<file path="src/rtl/pwm_capture.sv">
// PWM capture: measures period and high time of an asynchronous PWM input in clk cycles,
// reporting each full cycle with a one-cycle strobe and flagging an edgeless input after a timeout.
module pwm_capture #(
    parameter int SYNC_STAGES = 2
) (
    input  logic        clk,
    input  logic        reset,
    input  logic        enable,
    input  logic        pwm_in,
    input  logic [31:0] timeout,
    output logic [31:0] period,
    output logic [31:0] high_time,
    output logic        valid,
    output logic        stuck,
    output logic        stuck_level,
    output logic [31:0] counter_dbg
);

    typedef enum logic [1:0] {
        DISABLED,
        ARM,
        MEASURE_HIGH,
        MEASURE_LOW
    } state_t;

    state_t                 state, state_next;
    logic [SYNC_STAGES-1:0] sync_q;
    logic                   pwm_s, pwm_d, rise, fall;
    logic [31:0]            cnt, idle_cnt, high_tmp;
    logic                   active, timed_out;
    logic                   do_report, do_latch_high;

    function automatic logic [31:0] sat_inc(input logic [31:0] v);
        return (v == '1) ? v : v + 32'd1;
    endfunction

    // Synchroniser keeps running while disabled so edges are clean the moment capture resumes.
    always_ff @(posedge clk) begin
        if (reset) begin
            sync_q <= '0;
            pwm_d  <= 1'b0;
        end else begin
            sync_q <= {sync_q[SYNC_STAGES-2:0], pwm_in};
            pwm_d  <= pwm_s;
        end
    end

    assign pwm_s       = sync_q[SYNC_STAGES-1];
    assign rise        = pwm_s & ~pwm_d;
    assign fall        = ~pwm_s & pwm_d;
    assign active      = enable && (state != DISABLED);
    // An edge on the equality cycle reloads the idle counter, so it beats the timeout.
    assign timed_out   = active && (timeout != '0) && (idle_cnt == timeout) && !rise && !fall;
    assign counter_dbg = cnt;

    always_comb begin
        // NOTE: every combinational output gets a default first so no path can infer a latch.
        state_next    = state;
        do_report     = 1'b0;
        do_latch_high = 1'b0;
        if (!enable) begin
            state_next = DISABLED;
        end else if (timed_out) begin
            state_next = ARM;
        end else begin
            case (state)
                DISABLED:     state_next = ARM;
                ARM:          if (rise) state_next = MEASURE_HIGH;
                MEASURE_HIGH: if (fall) begin
                    state_next    = MEASURE_LOW;
                    do_latch_high = 1'b1;
                end
                MEASURE_LOW:  if (rise) begin
                    state_next = MEASURE_HIGH;
                    do_report  = 1'b1;
                end
                default:      state_next = DISABLED;
            endcase
        end
    end

    always_ff @(posedge clk) begin
        if (reset) begin
            state       <= DISABLED;
            cnt         <= '0;
            idle_cnt    <= '0;
            high_tmp    <= '0;
            period      <= '0;
            high_time   <= '0;
            valid       <= 1'b0;
            stuck       <= 1'b0;
            stuck_level <= 1'b0;
        end else begin
            state <= state_next;
            valid <= 1'b0;
            if (!active) begin
                cnt      <= '0;
                idle_cnt <= '0;
            end else begin
                cnt      <= rise ? 32'd1 : sat_inc(cnt);
                idle_cnt <= (rise || fall) ? 32'd1 : sat_inc(idle_cnt);
            end
            if (do_latch_high) high_tmp <= cnt;
            if (do_report) begin
                period    <= cnt;
                high_time <= high_tmp;
                stuck     <= 1'b0;
                valid     <= 1'b1;
            end else if (timed_out) begin
                period      <= '0;
                high_time   <= '0;
                stuck       <= 1'b1;
                stuck_level <= pwm_s;
                valid       <= 1'b1;
            end
        end
    end

endmodule
</file>
<file path="config.mk">
export PLATFORM = sky130hd
export DESIGN_NAME = pwm_capture
export DESIGN_NICKNAME = d
export VERILOG_FILES = /design/src/rtl/pwm_capture.sv
export SDC_FILE = /design/constraint.sdc
export NUM_CORES = 1
export LEC_CHECK = 0
export ABC_AREA = 1
export CORE_MARGIN = 2
export CORE_UTILIZATION = 65
export DETAILED_ROUTE_END_ITERATION = 10
export DONT_BUFFER_PORTS = 1
export HOLD_SLACK_MARGIN = 0.03
export PLACE_DENSITY = 0.8
export SETUP_SLACK_MARGIN = 0.2
export SLEW_MARGIN = 20
export SYNTH_ARGS = -nofsm -noshare
export SYNTH_HDL_FRONTEND = slang
export SYNTH_SLANG_ARGS = --single-unit
</file>
<file path="constraint.sdc">
create_clock -name clk -period 4.7 [get_ports clk]
set_input_delay 0.47 -clock clk [delete_from_list [all_inputs] [get_ports clk]]
set_output_delay 0.47 -clock clk [all_outputs]
set_load 0.02 [all_outputs]
</file>
==> results.sh <==
export IMPL_drv_cap=0
export IMPL_vias=7477
export IMPL_synth_seq_area_share=0.414
export IMPL_syn_area_um2=8130
export IMPL_yosysWarningCount=0
export IMPL_drc=0
export IMPL_p_leak_nw=3.52
export IMPL_synth_enable_flop_cells=0
export IMPL_max_freq_mhz=442
export IMPL_grt_overflow=0
export IMPL_setup_viol=0
export IMPL_ios=135
export IMPL_die_h_um=116
export IMPL_grtUsageMet3=0.0853
export IMPL_grt_pass1_vias=6927
export IMPL_met2_usage=0.533
export IMPL_stdcell_area_um2=8760
export IMPL_syn_area_per_cell_um2=6.86
export IMPL_worst_pin_slew_ns=0.972
export IMPL_synth_cell_types=36
export IMPL_dieArea_um2=13400
export IMPL_place_gp_congestion=0.946
export IMPL_fp_dieW_um=116
export IMPL_finalWirelength_um=21000
export IMPL_core_area_um2=12100
export IMPL_synth_top_area_frac=0.414
export IMPL_cts_buffers_inserted=17
export IMPL_finClkSkew_ns=0.0108
export IMPL_cts_root_buf="clkbuf_16"
export IMPL_drt_first_pass_iters=5
export IMPL_grt_max_degree=71
export IMPL_post_cts_buffers=0
export IMPL_placementRows=40
export IMPL_portBuffers=0
export IMPL_final_core_util=0.723
export IMPL_critPathKind="reg -> reg"
export IMPL_period_share=0.482
export IMPL_cellPowerDensity_nw_per_um2=329
export IMPL_synthCells=1185
export IMPL_ant_nets=0
export IMPL_clk_pin_slew_worst_paths_ns=0.06
export IMPL_cp_max_fo=21
export IMPL_status="complete, no violations"
export IMPL_clock_latency_ns=0.43
export IMPL_cts_resized=0
export IMPL_synth_largest_area_cell="dfxtp_1"
export IMPL_fillers=1057
export IMPL_clock_sinks=168
export IMPL_hold_viol=0
export IMPL_antenna_found_initial=0
export IMPL_whs_ns=0.105
export IMPL_cts_tree="yes"
export IMPL_end_kind="register"
export IMPL_routed_via_density=5.57
export IMPL_clockBufferDepth=2
export IMPL_drt_iter0_drc=638
export IMPL_syn2layout_area_growth_pct=7.81
export IMPL_ys_ff_latch=168
export IMPL_synth_area_top_cells="dfxtp_1 41%, nand2_1 13%, inv_1 6.3%"
export IMPL_seq_area_um2=3360
export IMPL_ir_drop_mv=0.274
export IMPL_start_util=0.671
export IMPL_worstPathArrival_ns=2.62
export IMPL_wire_per_inst_um=15.6
export IMPL_synth_nets=1225
export IMPL_drv_slew=0
export IMPL_cp_required_ns=5.06
export IMPL_grt_busiest_layer="met2"
export IMPL_place_hpwl_um=15100
export IMPL_grt_first_pass_wirelength_um=34100
export IMPL_final_nets=1203
export IMPL_hold_buffers=0
export IMPL_worst_setup_path_start_kind="register"
export IMPL_min_period_ns=2.26
export IMPL_grtUsageTotal=0.324
export IMPL_antenna_cells=0
export IMPL_hold_class="in -> reg"
export IMPL_drive_above_1_share=0.0851
export IMPL_grt_setup_unrepaired="no"
export IMPL_worst_slack_ns=2.44
export IMPL_postSynth_asyncResetShare=0
export IMPL_tns_ns=0
export IMPL_met1_usage=0.415
export IMPL_dp_slack_ns=2.50
export IMPL_max_slew_margin=0.351
export IMPL_dpl_cell_area_um2=8160
export IMPL_synthFlopType="dfxtp_1"
export IMPL_multiInputGateArea_um2=3950
export IMPL_h_tree_depth=4
-- Yosys cell counts (2+ instances only) --
master / n
nand2_1: 279
dfxtp_1: 168
inv_1: 137
nor2_1: 125
a21oi_1: 102
nand3_1: 83
o21ai_0: 62
nor3_1: 34
xor2_1: 30
clkbuf_1: 24
inv_2: 19
o21ai_1: 14
nand3_2: 13
xnor2_1: 12
nor2_2: 11
buf_2: 10
nand4_1: 10
a31oi_1: 8
buf_1: 6
nand2_2: 6
buf_6: 5
nor3_2: 5
ha_1: 4
a21oi_2: 2
clkinv_1: 2
clkinv_2: 2
nand3_4: 2
nor4_1: 2
-- kinds of logic (layout without fill, tap and decap cells) --
| kind of cell | Yosys count | count (layout) | share of synthesized area |
|---|---|---|---|
| adders and majority gates | 4 | 4 | 0.00616 |
| buffers and inverters | 206 | 196 | 0.102 |
| xor gates and xnor gates | 42 | 42 | 0.0453 |
| and+or+nand+nor | 576 | 576 | 0.314 |
| AOI/OAI and AO/OA | 189 | 189 | 0.119 |
| DFF | 168 | 168 | 0.414 |
-- state kept, by name (all words and copies together), names as in the netlist --
name / flops
pwm_d: 1
stuck_level: 1
sync_q: 2
high_tmp: 32
valid: 1
state: 2
period: 32
high_time: 32
stuck: 1
counter_dbg: 32
idle_cnt: 32
-- worst max-delay path, stage by stage, from the launching register on --
cell and delay [ns]:
dfxtp_1 0.63, ha_1 0.34, nand3_2 0.13, inv_1 0.13, nand2_2 0.07, nor2_1 0.20
nand2_2 0.17, clkinv_2 0.28, nand2_2 0.09, a21oi_2 0.13
-- metal layers --
metal,routed length [µm],vias to the layer above
li1,-,3732
met1,9010,3454
met2,9950,251
met3,1610,40
met4,395,0
met5,0,-
-- final timing paths --
kind                                     start        endpoint  slack [ns]  cells past startpoint
worst max register to register  counter_dbg[1]  counter_dbg[1]        2.44                      9
worst max-delay path            counter_dbg[1]  counter_dbg[1]        2.44                      9
worst min-delay path                     reset      period[18]        0.11                      1
worst min register to register       sync_q[0]       sync_q[1]        0.41                      2
-- report_power, final --
part | switching (mW) | internal, mW
clock | 0.570 | 0.839
combinational | 0.0298 | 0.0175
sequential | 0.00271 | 1.43
total | 0.602 | 2.28
-- layout by cell type (no fill, tap or decap), drive strengths merged --
cell | netlist | layout
xor2 | 30 | 30
clkbuf | 25 | 22
nor2 | 136 | 136
a31oi | 8 | 8
dfxtp | 168 | 168
and3b | 1 | 1
nor3b | 1 | 1
nor3 | 39 | 39
buf | 21 | 5
and3 | 1 | 1
inv | 156 | 158
o21ai | 76 | 76
bufinv | 0 | 2
a21oi | 104 | 104
o31ai | 1 | 1
nor4 | 2 | 2
nand3b | 1 | 1
nand2 | 285 | 285
or2 | 1 | 1
clkinv | 4 | 8
ha | 4 | 4
nand4 | 11 | 11
nand3 | 98 | 98
xnor2 | 12 | 12
clkinvlp | 0 | 1
-- cell type report --
cell class | instances | share of cell area
multi-input combinational | 811 | 0.451
sequential | 168 | 0.384
inverter | 160 | 0.0688
clock buffer | 22 | 0.0553
tap | 168 | 0.0240
clock inverter | 9 | 0.0129
timing repair buffer | 5 | 0.00428
-- per-stage QoR --
step / std cells / power, mW
floorplan: 1185 / 1.51
global placement: 1312 / 1.51
detailed placement: 1312 / 1.51
CTS: 1343 / 2.90
global route: 1343 / 2.96
finish: 1343 / 2.88
No activity file was read; power rests on OpenSTA's default activity.
